===== config.mk =====
export PLATFORM = sky130hd
export DESIGN_NAME = instr_sequencer
export DESIGN_NICKNAME = d
export VERILOG_FILES = /design/src/rtl/instr_sequencer.sv
export SDC_FILE = /design/constraint.sdc
export NUM_CORES = 1
export LEC_CHECK = 0
export CAP_MARGIN = 10
export CORE_MARGIN = 1.5
export CORE_UTILIZATION = 50
export CTS_CLUSTER_SIZE = 20
export DETAILED_ROUTE_END_ITERATION = 8
export PLACE_DENSITY = 0.92
export REMOVE_ABC_BUFFERS = 1
export SKIP_LAST_GASP = 1
export SYNTH_ARGS = -nofsm -noshare
export SYNTH_HDL_FRONTEND = slang
export SYNTH_SLANG_ARGS = --single-unit

===== constraint.sdc =====
create_clock -name i_clk -period 5.2 [get_ports i_clk]
set_clock_uncertainty 0.1 [all_clocks]
set_input_delay 1.04 -clock i_clk [delete_from_list [all_inputs] [get_ports i_clk]]
set_output_delay 1.04 -clock i_clk [all_outputs]
set_load 0.01 [all_outputs]

===== src/rtl/instr_sequencer.sv =====
// rtl/instr_sequencer.sv - multi-cycle fetch/decode/exec/write-back control FSM
// Drives IMEM fetch, decoder instruction register and regfile/ALU strobes.
module instr_sequencer #(
  parameter int PC_W     = 8,
  parameter int CNT_W    = 16,
  parameter int MAX_WAIT = 8
) (
  input  logic             i_clk,
  input  logic             i_rst_n,
  input  logic             i_start,
  input  logic             i_stop,
  output logic             o_imem_req,
  output logic [PC_W-1:0]  o_imem_addr,
  input  logic             i_imem_ack,
  input  logic [15:0]      i_imem_data,
  output logic [15:0]      o_instr,
  input  logic             i_dec_valid,
  input  logic             i_dec_imm,
  output logic             o_rf_rd_en,
  output logic             o_alu_sel_imm,
  output logic             o_alu_latch,
  output logic             o_rf_wr_en,
  output logic [PC_W-1:0]  o_pc,
  output logic [CNT_W-1:0] o_instr_cnt,
  output logic             o_busy,
  output logic             o_illegal,
  output logic             o_timeout
);

  localparam int WAIT_W = (MAX_WAIT > 1) ? $clog2(MAX_WAIT) : 1;

  typedef enum logic [2:0] {
    S_IDLE   = 3'd0,
    S_FETCH  = 3'd1,
    S_DECODE = 3'd2,
    S_EXEC   = 3'd3,
    S_WRITE  = 3'd4,
    S_HALT   = 3'd5,
    S_ERR    = 3'd6
  } state_t;

  state_t             r_state;
  state_t             w_next;
  logic [PC_W-1:0]    r_pc;
  logic [15:0]        r_instr;
  logic [CNT_W-1:0]   r_cnt;
  logic [WAIT_W-1:0]  r_wait;
  logic               r_illegal;
  logic               r_timeout;
  logic               r_stop_pend;

  logic w_parked;
  logic w_start_go;
  logic w_wait_last;
  logic w_timeout_hit;
  logic w_stop_now;

  assign w_parked      = (r_state == S_IDLE) || (r_state == S_HALT) || (r_state == S_ERR);
  assign w_start_go    = w_parked && i_start;
  assign w_wait_last   = (r_wait == WAIT_W'(MAX_WAIT - 1));
  assign w_timeout_hit = (r_state == S_FETCH) && !i_imem_ack && w_wait_last;
  assign w_stop_now    = r_stop_pend || i_stop;

  always_ff @(posedge i_clk or negedge i_rst_n) begin
    if (!i_rst_n) begin
      r_state <= S_IDLE;
    end else begin
      r_state <= w_next;
    end
  end

  always_comb begin
    w_next = r_state;
    case (r_state)
      S_IDLE, S_HALT, S_ERR: begin
        if (i_start) w_next = S_FETCH;
      end
      S_FETCH: begin
        if (i_imem_ack)         w_next = S_DECODE;
        else if (w_timeout_hit) w_next = S_ERR;
      end
      S_DECODE: w_next = S_EXEC;
      S_EXEC: begin
        if (i_dec_valid) w_next = S_WRITE;
        else             w_next = S_HALT;
      end
      S_WRITE: begin
        if (w_stop_now) w_next = S_IDLE;
        else            w_next = S_FETCH;
      end
      default: w_next = S_IDLE;
    endcase
  end

  // Strobes are decoded from the current state; the EXEC-phase ALU controls
  // additionally qualify on the decoder outputs registered during DECODE.
  always_comb begin
    o_imem_req    = 1'b0;
    o_rf_rd_en    = 1'b0;
    o_alu_sel_imm = 1'b0;
    o_alu_latch   = 1'b0;
    o_rf_wr_en    = 1'b0;
    o_busy        = !w_parked;
    case (r_state)
      S_FETCH:  o_imem_req = 1'b1;
      S_DECODE: o_rf_rd_en = 1'b1;
      S_EXEC: begin
        o_alu_latch   = i_dec_valid;
        o_alu_sel_imm = i_dec_valid && i_dec_imm;
      end
      S_WRITE:  o_rf_wr_en = 1'b1;
      default: ;
    endcase
  end

  always_ff @(posedge i_clk or negedge i_rst_n) begin
    if (!i_rst_n) begin
      r_pc        <= '0;
      r_instr     <= '0;
      r_cnt       <= '0;
      r_wait      <= '0;
      r_illegal   <= 1'b0;
      r_timeout   <= 1'b0;
      r_stop_pend <= 1'b0;
    end else if (w_start_go) begin
      r_pc        <= '0;
      r_cnt       <= '0;
      r_wait      <= '0;
      r_illegal   <= 1'b0;
      r_timeout   <= 1'b0;
      r_stop_pend <= 1'b0;
    end else begin
      if (!w_parked && i_stop) r_stop_pend <= 1'b1;
      case (r_state)
        S_FETCH: begin
          if (i_imem_ack) begin
            r_instr <= i_imem_data;
            r_wait  <= '0;
          end else if (w_timeout_hit) begin
            r_timeout <= 1'b1;
            r_wait    <= '0;
          end else begin
            r_wait <= r_wait + WAIT_W'(1);
          end
        end
        S_EXEC: begin
          if (!i_dec_valid) r_illegal <= 1'b1;
        end
        S_WRITE: begin
          // A STOP seen here is consumed by the IDLE transition, so clearing wins.
          r_pc        <= r_pc + PC_W'(1);
          r_stop_pend <= 1'b0;
          if (r_cnt != {CNT_W{1'b1}}) r_cnt <= r_cnt + CNT_W'(1);
        end
        default: ;
      endcase
    end
  end

  assign o_imem_addr = r_pc;
  assign o_pc        = r_pc;
  assign o_instr     = r_instr;
  assign o_instr_cnt = r_cnt;
  assign o_illegal   = r_illegal;
  assign o_timeout   = r_timeout;

endmodule

==> summary.md, run 1 <==
## Global route
* **aggregate global-route resource usage** 0.218
* **first-pass GRT wire length** 9050 um
* **number of antenna violations at the first check in global routing** 0
* **via count of the first global-routing pass** 1,928
* **global route overflow** 0
* **largest net degree at the start of global routing** 50

## Place
* **gp weighted congestion** 0.857
* **placed cell area** 3250 um2
* **detailed placer's ending HPWL** 4220 um
* **Port Buffer Count** 78

## Logic synthesis
* **Adder-Cell Fraction of Synth Area** 0.0201
* **netlist area before placement** 2490 um2
* **number of distinct library cells after synthesis** 45
* **dominant combinational cell family by area after synthesis** simple AND/OR/NAND/NOR gates
* **cell accounting for the most synthesized area** sky130_fd_sc_hd__dfrtp_1
* **top cell type's share of synthesized area** 0.492
* **synth warn** 0
* **fraction of synthesized area in multiplexers** 0.0889
* **Seq/Total Area, Yosys** 0.492
* **main area contributors after synthesis** sky130_fd_sc_hd__dfrtp_1 49%, sky130_fd_sc_hd__mux2_2 7.7%, sky130_fd_sc_hd__nand2_1 2.9%
* **number of register bits inferred by synthesis** 49
* **xor and xnor area share after synthesis** 0.0281
* **Mapped Cells** 239
* **simple-gate portion of the synthesized area** 0.208
* **syn avg cell area** 10.4 um2
* **synthesized-area fraction occupied by ao, oa, aoi and oai cells** 0.107

## STA
* **setup total negative slack** 0 ns
* **portion of the clock cycle consumed by the worst path in the final layout** 0.671
* **slew margin rel.** 0.278
* **unrepaired setup endpoints after global routing** no
* **post-layout minimum cycle time** 3.49 ns
* **final setup fails** 0
* **peak clock frequency supported by timing** 287 MHz
* **slew of the pin with the lowest slew margin** 1.08 ns
* **max-slew violation count** 0
* **final hold viol count** 0
* **worst hold slack after final layout** 0.413 ns

## Setup path
* **R2R Path End** o_instr[5]$_DFFE_PN0P_
* **cell with the most instances on the worst path** sky130_fd_sc_hd__clkdlybuf4s50_1
* **highest cell delay on the worst timing path** 0.53 ns
* **Req. time, crit path** 4.06 ns
* **worst reg2reg setup slack** 2.83 ns
* **crit-path cells** clkdlybuf4s50_1 -> and3_1 -> and2_1 -> clkdlybuf4s50_1
* **source of the worst register-to-register timing path** r_state[0]$_DFFE_PN0P_
* **sort of element at the start of the critical path** primary input
* **cell type of the slowest stage on the worst timing path** sky130_fd_sc_hd__clkdlybuf4s50_1
* **critical path endpoint** o_alu_sel_imm
* **launch point of the critical path** i_dec_valid
* **class of the most critical setup path** primary input to primary output
* **endpoint class of the critical path** primary output
* **r2r worst-path depth** 5
* **arrival time of data at the critical path endpoint** 2.35 ns
* **top fanout value on the critical path** 3

## Pwr
* **Leak Pwr** 0.00135 uW
* **net switching fraction of the power** 0.351
* **NetSw** 490 uW
* **internal power** 906 uW
* **Sequential Power Share** 0.410
* **Power, Total** 1400 uW
* **Clk pwr share** 0.159
* **Power Dens Cells** 419 nW/um2
* **part of the total power dissipated in combinational logic** 0.431
* **Peak supply drop** 0.296 mV

## Clock network
* **post-CTS resize count** 0
* **hold buffer count at CTS** 0
* **Num Clock Sinks** 49
* **clock input transition at the sequential cells of the worst setup and hold paths** 0.09 ns
* **number of post-CTS setup repair buffers** 0
* **number of buffers created by CTS** 5
* **CTS tree** built
* **Clock Tree Root** sky130_fd_sc_hd__clkbuf_8
* **maximum buffer depth of the clock tree** 2
* **Skew-Pair Late Insertion Delay** 0.30 ns
* **H-Tree Depth** 2

## Finish
* **utilization after layout** 0.702
* **Fill cells** 383
* **diodes inserted** 0
* **number of nets in the finished design** 335
* **finished layout cell area** 3340 um2
* **area growth from synthesis to final layout** 33.9%
* **share of final-layout standard cells stronger than drive strength 1** 0.113

## Min path
* **Hold Path Origin** o_instr[11]$_DFFE_PN0P_
* **HP Class** flop to flop

## Drt
* **remaining routing DRC violations** 0
* **routed via count** 2,095
* **routed length per placed instance** 15.5 um
* **Initial DRC Count** 116
* **antenna viol nets, final** 0
* **Post-Route WL** 5810 um
* **via density per instance** 5.57
* **count of TritonRoute iterations in the first routing pass** 4

## Floorplanning
* **count of standard-cell rows** 25
* **initial cell density of the core** 0.524
* **die height** 73.6 um
* **Core Box Area** 4750 um2
* **number of ports placed on the die boundary** 79
* **die area** 5410 um2
* **die width** 73.6 um

## Flow run
* **maximum capacitance violations** 0

## Run status
* **result of the run** completed

## flip-flops by register name, indices dropped and copies added, names as in the netlist
signal,cells
o_instr_cnt,16
r_state,3
r_stop_pend,1
o_imem_addr,8
o_timeout,1
o_illegal,1
r_wait,3
o_instr,16
## critical path: cells and delay by family
kind                   cells  cell delay [ns]
buffers and inverters      2             1.01
and+or+nand+nor            2             0.29
## per-layer routing
metal	share of wire	global-route usage	up-vias	wire length, um
li1	-	-	995	-
met3	0.040	0.0480	9	233
met2	0.50	0.356	56	2920
met1	0.44	0.287	1035	2550
met4	0.017	0.0741	0	100
met5	0	0	-	0
## area by class of cell
type                       count  area, um2  share of cell area
multi-input combinational    167       1130               0.338
tap                           67       83.8              0.0251
timing repair buffer          79        783               0.235
sequential                    49       1230               0.368
clock buffer                   6       72.6              0.0218
inverter                       6       27.5             0.00825
clock inverter                 2       15.0             0.00450
## cell usage in the layout (no fill, tap or decap), drive strengths merged, types with 2 or more instances in the layout
| cell | count |
|---|---|
| clkbuf | 6 |
| or3 | 4 |
| o21ai | 12 |
| nor3 | 7 |
| ha | 4 |
| xor2 | 5 |
| dfrtp | 49 |
| nand2 | 19 |
| mux2 | 17 |
| buf | 2 |
| xnor2 | 3 |
| clkinvlp | 2 |
| inv | 5 |
| or4 | 2 |
| nor2b | 4 |
| nand4 | 12 |
| clkdlybuf4s50 | 77 |
| and3 | 6 |
| nand3 | 9 |
| and4 | 2 |
| and2 | 2 |
| mux2i | 3 |
| nor4 | 2 |
| o211ai | 5 |
| a21oi | 13 |
| nor2 | 13 |
| o31ai | 7 |
| or2 | 3 |
| nand2b | 2 |
## worst min path at each step
stage | endpoint | slack [ns] | cells past startpoint
5_1_grt | o_instr[9]$_DFFE_PN0P_ | 0.43 | 1
2_1_floorplan | r_wait[0]$_DFFE_PN0P_ | 0.36 | 1
6_report | o_instr[11]$_DFFE_PN0P_ | 0.41 | 1
3_3_place_gp | o_timeout$_DFFE_PN0P_ | 0.38 | 2
3_5_place_dp | o_timeout$_DFFE_PN0P_ | 0.39 | 2
4_1_cts | o_timeout$_DFFE_PN0P_ | 0.41 | 2
## power by group through the flow
stage	clock network [uW]	logic, uW	registers (uW)
final	222	602	572
after global routing	244	649	585
after CTS	225	608	570
after detailed placement	0	604	578
after global placement	0	582	568
after floorplan	0	265	601
## cell families after synthesis
| logic type | Yosys count |
|---|---|
| AND/OR/NAND/NOR | 92 |
| flip-flops | 49 |
| AO/OA/AOI/OAI | 43 |
| buffers and inverters | 23 |
| multiplexers | 20 |
| XOR/XNOR | 8 |
| adder cells (fa/ha/maj) | 4 |
## cell usage after synthesis, drive strengths merged
master	n
a211oi	1
a21boi	1
a21o	1
a21oi	13
a22oi	1
and2	2
and3	6
and4	2
buf	15
clkbuf	2
clkinv	1
dfrtp	49
ha	4
inv	5
mux2	17
mux2i	3
nand2	19
nand2b	2
nand3	9
nand3b	1
nand4	12
nor2	13
nor2b	4
nor3	7
nor3b	1
nor4	2
nor4b	1
nor4bb	1
o2111ai	1
o211ai	5
o21ai	12
o21bai	1
o31ai	7
or2	3
or3	4
or3b	1
or4	2
xnor2	3
xor2	5
## stage by stage
stage                     cells  setup WS (ns)
after floorplan             222           2.64
after global placement      368           1.72
after detailed placement    368           1.71
after CTS                   376           1.70
after global routing        376           1.65
final                       376           1.71
No activity file was read; power rests on OpenSTA's default activity.
==> run 2: changes to the inputs <==
--- a/config.mk
+++ b/config.mk
@@ -7,10 +7,10 @@
 export LEC_CHECK = 0
 export CAP_MARGIN = 10
 export CORE_MARGIN = 1.5
-export CORE_UTILIZATION = 50
+export CORE_UTILIZATION = 46
 export CTS_CLUSTER_SIZE = 20
 export DETAILED_ROUTE_END_ITERATION = 8
-export PLACE_DENSITY = 0.92
+export PLACE_DENSITY = 0.86
 export REMOVE_ABC_BUFFERS = 1
 export SKIP_LAST_GASP = 1
 export SYNTH_ARGS = -nofsm -noshare
==> constraint.sdc (replaced) <==
create_clock -name i_clk -period 3.6 [get_ports i_clk]
set_clock_uncertainty 0.1 [all_clocks]
set_input_delay 0.72 -clock i_clk [delete_from_list [all_inputs] [get_ports i_clk]]
set_output_delay 0.72 -clock i_clk [all_outputs]
set_load 0.01 [all_outputs]
==> run 2 against run 1 <==
Against the previous run: count of clock-buffer cells in the layout is 1 lower; cell area is 1.5% higher; power is 53% higher; largest power group unchanged.
==> summary.md, run 2 (same netlist as run 1, synthesis figures left out) <==
## Global route
* **aggregate global-route resource usage** 0.200, -0.0178
* **routing usage on met2** 0.345, -0.0117
* **global route overflow** 0, unchanged
* **most utilized layer in the global route result** met2
* **first-pass GRT wire length** 9620 um, +6.3%
* **number of antenna violations at the first check in global routing** 0, unchanged
* **met1 track utilization from global routing** 0.254, -0.0335
* **largest net degree at the start of global routing** 50, unchanged
* **global routing met3 resource utilization** 0.0371, -0.0109
* **via count of the first global-routing pass** 2,066, +7.2%

## Clock network
* **CTS tree** built
* **clock input transition at the sequential cells of the worst setup and hold paths** 0.08 ns, about the same
* **maximum buffer depth of the clock tree** 2, unchanged
* **number of post-CTS setup repair buffers** 0, unchanged
* **Skew-Pair Late Insertion Delay** 0.30 ns, about the same
* **Num Clock Sinks** 49, unchanged
* **Clock Tree Root** sky130_fd_sc_hd__clkbuf_8
* **number of buffers created by CTS** 5, unchanged
* **post-CTS resize count** 0, unchanged
* **hold buffer count at CTS** 0, unchanged
* **H-Tree Depth** 2, unchanged

## STA
* **portion of the clock cycle consumed by the worst path in the final layout** 0.813
* **final setup fails** 0, unchanged
* **post-layout minimum cycle time** 2.93 ns
* **unrepaired setup endpoints after global routing** no
* **setup total negative slack** 0 ns, unchanged
* **slew margin rel.** 0.300, +0.0215
* **slew of the pin with the lowest slew margin** 1.05 ns, -0.0323 ns
* **max-slew violation count** 0, unchanged
* **peak clock frequency supported by timing** 342 MHz
* **final hold viol count** 0, unchanged

## Setup path
* **R2R Path End** o_instr[5]$_DFFE_PN0P_
* **top fanout value on the critical path** 12, +9
* **launch point of the critical path** r_state[0]$_DFFE_PN0P_
* **Req. time, crit path** 2.78 ns, -1.28 ns
* **arrival time of data at the critical path endpoint** 2.11 ns, -0.24 ns
* **crit-path cells** xor2_1 -> o21ai_0 -> clkdlybuf4s50_1
* **class of the most critical setup path** flop to primary output
* **critical path endpoint** o_busy
* **cell type of the slowest stage on the worst timing path** sky130_fd_sc_hd__clkdlybuf4s50_1
* **r2r worst-path depth** 5, unchanged
* **worst reg2reg setup slack** 1.25 ns, -1.58 ns
* **highest cell delay on the worst timing path** 0.63 ns, +0.10 ns
* **endpoint class of the critical path** primary output
* **source of the worst register-to-register timing path** r_state[0]$_DFFE_PN0P_
* **sort of element at the start of the critical path** flop

## Pwr
* **Leak Pwr** 0.00138 uW, +2.3%
* **Peak supply drop** 0.446 mV, +51%
* **Power Dens Cells** 631 nW/um2, +51%

## Finish
* **leading cell type in the layout, fill and taps excluded** sky130_fd_sc_hd__clkdlybuf4s50_1
* **highest-count cells in the layout ignoring fill and taps** 77 x sky130_fd_sc_hd__clkdlybuf4s50_1, 49 x sky130_fd_sc_hd__dfrtp_1, 19 x sky130_fd_sc_hd__nand2_1
* **utilization after layout** 0.655, -0.0470
* **filler-free cell count of the finished design** 379, +0.80%
* **Fill cells** 405, +5.7%
* **share of final-layout standard cells stronger than drive strength 1** 0.117, +0.00324
* **number of nets in the finished design** 335, unchanged
* **area growth from synthesis to final layout** 35.9%
* **diodes inserted** 0, unchanged

## Place
* **gp weighted congestion** 0.796, -7.1%
* **Port Buffer Count** 78, unchanged
* **Placed Cells incl. Taps** 371, +0.82%
* **detailed placer's ending HPWL** 3890 um, -7.9%

## Min path
* **HP Class** flop to flop

## Drt
* **routed via count** 2,102, +0.33%
* **Initial DRC Count** 85, -27%
* **Post-Route WL** 5520 um, -4.9%
* **routed length per placed instance** 14.6 um, -5.7%
* **via density per instance** 5.55, -0.46%
* **remaining routing DRC violations** 0, unchanged
* **count of TritonRoute iterations in the first routing pass** 5, +1
* **antenna viol nets, final** 0, unchanged

## Floorplanning
* **Core Box Area** 5170 um2, +8.8%
* **die width** 76.6 um, +4.1%
* **number of ports placed on the die boundary** 79, unchanged
* **die area** 5870 um2, +8.3%
* **die height** 76.6 um, +4.1%
* **count of standard-cell rows** 26, +4.0%
* **initial cell density of the core** 0.482, -0.0423

## Flow run
* **maximum capacitance violations** 0, unchanged

## Run status
* **result of the run** completed

[run 2: worst min path at each step]
stage / endpoint / cells past startpoint / start / slack (ns)
2_1_floorplan: o_illegal$_DFFE_PN0P_ / 0 / i_rst_n / 0.32
3_3_place_gp: o_timeout$_DFFE_PN0P_ / 2 / o_timeout$_DFFE_PN0P_ / 0.38
3_5_place_dp: r_wait[0]$_DFFE_PN0P_ / 1 / r_wait[0]$_DFFE_PN0P_ / 0.39
4_1_cts: r_wait[0]$_DFFE_PN0P_ / 1 / r_wait[0]$_DFFE_PN0P_ / 0.41
5_1_grt: o_instr[3]$_DFFE_PN0P_ / 1 / o_instr[3]$_DFFE_PN0P_ / 0.43
6_report: r_wait[0]$_DFFE_PN0P_ / 1 / r_wait[0]$_DFFE_PN0P_ / 0.41
[run 2: cell type report]
| type | count | area, um2 | area share |
|---|---|---|---|
| clock buffers | 5 | 68.8 | 0.0203 |
| clock inverters | 3 | 65.1 | 0.0192 |
| inverters | 6 | 27.5 | 0.00813 |
| multi-input cells | 167 | 1130 | 0.333 |
| flip-flops and latches | 49 | 1230 | 0.362 |
| well taps | 70 | 87.6 | 0.0259 |
| repair buffers | 79 | 783 | 0.231 |
[run 2: power breakdown]
group / switching [uW] / internal, uW
Combinational: 377 / 474
Clock: 183 / 276
Sequential: 128 / 698
[run 2: routing by layer]
layer  wire, um  vias to the layer above
met5          0                        -
met1       2410                     1017
li1           -                     1000
met2       2750                       78
met3        308                        7
met4         57                        0
[run 2: critical path: cells and delay by family (launching register included)]
kind	cells	cell delay (ns)
buffers and inverters	1	0.63
AOI/OAI and AO/OA	1	0.44
DFF	1	0.52
xor gates and xnor gates	1	0.22
[run 2: stage by stage]
| step | area [um2] | worst slack (ns) | hold WS (ns) | total power, uW |
|---|---|---|---|---|
| 3_3_place_gp | 3250 | 0.763 | 0.383 | 1660 |
| 2_1_floorplan | 2380 | 1.57 | 0.324 | 1250 |
| 6_report | 3390 | 0.672 | 0.410 | 2140 |
| 5_1_grt | 3390 | 0.554 | 0.430 | 2270 |
| 3_5_place_dp | 3250 | 0.732 | 0.394 | 1690 |
| 4_1_cts | 3390 | 0.690 | 0.410 | 2150 |
==> run 3: changes to the inputs <==
==> constraint.sdc (replaced) <==
create_clock -name i_clk -period 2.7 [get_ports i_clk]
set_clock_uncertainty 0.1 [all_clocks]
set_input_delay 0.54 -clock i_clk [delete_from_list [all_inputs] [get_ports i_clk]]
set_output_delay 0.54 -clock i_clk [all_outputs]
set_load 0.01 [all_outputs]
==> run 3 against run 2 <==
Against the previous run: non-clock buffer count up 7; sequential power up 33%; cell area up 1.1%; wire length up 1.9%; global-route usage up 0.051 points; power up 32%; flip-flop and latch count unchanged; sequential share of layout area down 0.32 points; worst setup slack worse by 0.56 ns; first-iteration DRC count up 53%; core utilization up 0.73 points; critical path type unchanged; largest power group unchanged; highest routed layer unchanged.
==> summary.md, run 3 (same netlist as run 1, synthesis figures left out) <==
## Floorplanning
* **die height** 76.6 um, unchanged
* **initial cell density of the core** 0.482, unchanged
* **die width** 76.6 um, unchanged
* **number of ports placed on the die boundary** 79, unchanged
* **count of standard-cell rows** 26, unchanged
* **die area** 5870 um2, unchanged
* **Core Box Area** 5170 um2, unchanged

## Place
* **gp weighted congestion** 0.846, +6.2%
* **detailed placer's ending HPWL** 4100 um, +5.5%
* **Port Buffer Count** 78, unchanged

## Pwr
* **Sequential Power Share** 0.390, +0.003
* **internal power** 1890 uW, +30%
* **NetSw** 924 uW, +34%
* **Power Dens Cells** 821 nW/um2, +30%
* **Peak supply drop** 0.596 mV, +34%
* **net switching fraction of the power** 0.329, +0.00657
* **Leak Pwr** 0.00140 uW, +1.7%
* **part of the total power dissipated in combinational logic** 0.418, +0.019
* **Clk pwr share** 0.192, -0.023

## Clock network
* **hold buffer count at CTS** 0, unchanged
* **clock input transition at the sequential cells of the worst setup and hold paths** 0.09 ns, about the same
* **H-Tree Depth** 2, unchanged
* **Skew-Pair Late Insertion Delay** 0.30 ns, about the same
* **number of buffers created by CTS** 5, unchanged
* **maximum buffer depth of the clock tree** 2, unchanged
* **Num Clock Sinks** 49, unchanged
* **CTS tree** built
* **Clock Tree Root** sky130_fd_sc_hd__clkbuf_8

## Drt
* **routed via count** 2,112, +0.48%
* **count of TritonRoute iterations in the first routing pass** 4, -1
* **routed length per placed instance** 14.6 um, about the same
* **Post-Route WL** 5630 um, +1.9%
* **remaining routing DRC violations** 0, unchanged
* **antenna viol nets, final** 0, unchanged
* **via density per instance** 5.47, -1.3%
* **Initial DRC Count** 130, +53%

## Setup path
* **buffering stage count on the worst path with inverters included** 2, +1
* **Req. time, crit path** 2.06 ns, -0.72 ns
* **highest cell delay on the worst timing path** 0.55 ns, -0.08 ns
* **top fanout value on the critical path** 14, +2
* **arrival time of data at the critical path endpoint** 1.95 ns, -0.16 ns
* **class of the most critical setup path** flop to primary output
* **delay-heaviest family, CP** buffers and inverters
* **crit-path cells** or3b_4 -> clkinv_4 -> clkdlybuf4s50_1
* **launch point of the critical path** r_state[0]$_DFFE_PN0P_
* **endpoint class of the critical path** primary output
* **sort of element at the start of the critical path** flop
* **cell type of the slowest stage on the worst timing path** sky130_fd_sc_hd__clkdlybuf4s50_1
* **source of the worst register-to-register timing path** o_instr_cnt[0]$_DFFE_PN0P_

## Global route
* **first-pass GRT wire length** 9490 um, -1.3%
* **global routing met3 resource utilization** 0.0431, +0.00599
* **global route overflow** 0, unchanged
* **routing usage on met2** 0.329, -0.0152
* **met1 track utilization from global routing** 0.263, +0.00971
* **number of antenna violations at the first check in global routing** 0, unchanged
* **via count of the first global-routing pass** 2,036, -1.5%
* **largest net degree at the start of global routing** 31, -38%
* **aggregate global-route resource usage** 0.201, +0.000514
* **most utilized layer in the global route result** met2

## STA
* **slew of the pin with the lowest slew margin** 0.974 ns, -0.0760 ns
* **portion of the clock cycle consumed by the worst path in the final layout** 0.957
* **max-slew violation count** 0, unchanged
* **slew margin rel.** 0.348, +0.0478
* **final setup fails** 0, unchanged
* **final hold viol count** 0, unchanged
* **peak clock frequency supported by timing** 387 MHz
* **setup total negative slack** 0 ns, unchanged
* **unrepaired setup endpoints after global routing** no
* **post-layout minimum cycle time** 2.59 ns

## Finish
* **share of final-layout standard cells stronger than drive strength 1** 0.139, +0.0227
* **highest-count cells in the layout ignoring fill and taps** 77 x sky130_fd_sc_hd__clkdlybuf4s50_1, 47 x sky130_fd_sc_hd__dfrtp_1, 19 x sky130_fd_sc_hd__nand2_1
* **Fill cells** 439, +8.4%
* **area growth from synthesis to final layout** 37.4%
* **utilization after layout** 0.662, +0.00726
* **number of nets in the finished design** 342, +2.1%
* **leading cell type in the layout, fill and taps excluded** sky130_fd_sc_hd__clkdlybuf4s50_1
* **diodes inserted** 0, unchanged

## Min path
* **HP Class** primary input to async pin

## Run status
* **result of the run** completed

## Flow run
* **maximum capacitance violations** 0, unchanged

## run 3: stage by stage
| stage | cell area [um2] | setup slack (ns) | hold WS (ns) | cells | total power, uW |
|---|---|---|---|---|---|
| after floorplan | 2380 | 0.667 | 0.144 | 222 | 1670 |
| after global placement | 3300 | 0.215 | 0.387 | 377 | 2230 |
| after detailed placement | 3300 | 0.179 | 0.395 | 377 | 2280 |
| after CTS | 3410 | 0.0122 | 0.168 | 385 | 2830 |
| after global routing | 3420 | 0.0458 | 0.205 | 386 | 2980 |
| final | 3420 | 0.115 | 0.147 | 386 | 2810 |
## run 3: final cells by class
| cell class | count | area (um2) | share of cell area |
|---|---|---|---|
| sequential | 49 | 1230 | 0.359 |
| multi-input combinational | 167 | 1130 | 0.329 |
| timing repair buffer | 86 | 836 | 0.244 |
| tap | 70 | 87.6 | 0.0256 |
| clock buffer | 7 | 86.3 | 0.0252 |
| clock inverter | 1 | 30.0 | 0.00877 |
| inverter | 6 | 27.5 | 0.00804 |
## run 3: routing by layer
metal  vias up  wire [um]
li1       1014          -
met1      1020       2490
met2        71       2770
met3         7        303
met4         0         62
met5         -          0
## run 3: repair_timing
| item | 4_1_cts | 5_1_grt |
|---|---|---|
| gates resized for setup | 1 | 2 |
| setup buffers | 0 | 1 |
| pin swaps | 0 | 1 |
| endpoints found under the setup margin | 1 | 4 |
| hold endpoints to repair | 0 | 0 |
## run 3: worst paths after layout
check	depth (start not counted)	endpoint	slack, ns
worst max-delay path	3	o_rf_wr_en	0.11
worst min-delay path	1	o_instr_cnt[9]$_DFFE_PN0P_	0.15
worst max register to register	5	o_instr_cnt[4]$_DFFE_PN0P_	0.58
worst min register to register	1	o_instr[0]$_DFFE_PN0P_	0.41
max in group asynchronous	2	r_state[0]$_DFFE_PN0P_	1.74
min in group i_clk	1	o_instr[0]$_DFFE_PN0P_	0.41
## run 3: power by group through the flow
stage | sequential [uW] | combinational, uW | clock (uW)
after floorplan | 1160 | 511 | 0
after global placement | 1090 | 1130 | 0
after detailed placement | 1110 | 1170 | 0
after CTS | 1100 | 1180 | 551
after global routing | 1130 | 1270 | 578
final | 1100 | 1170 | 540
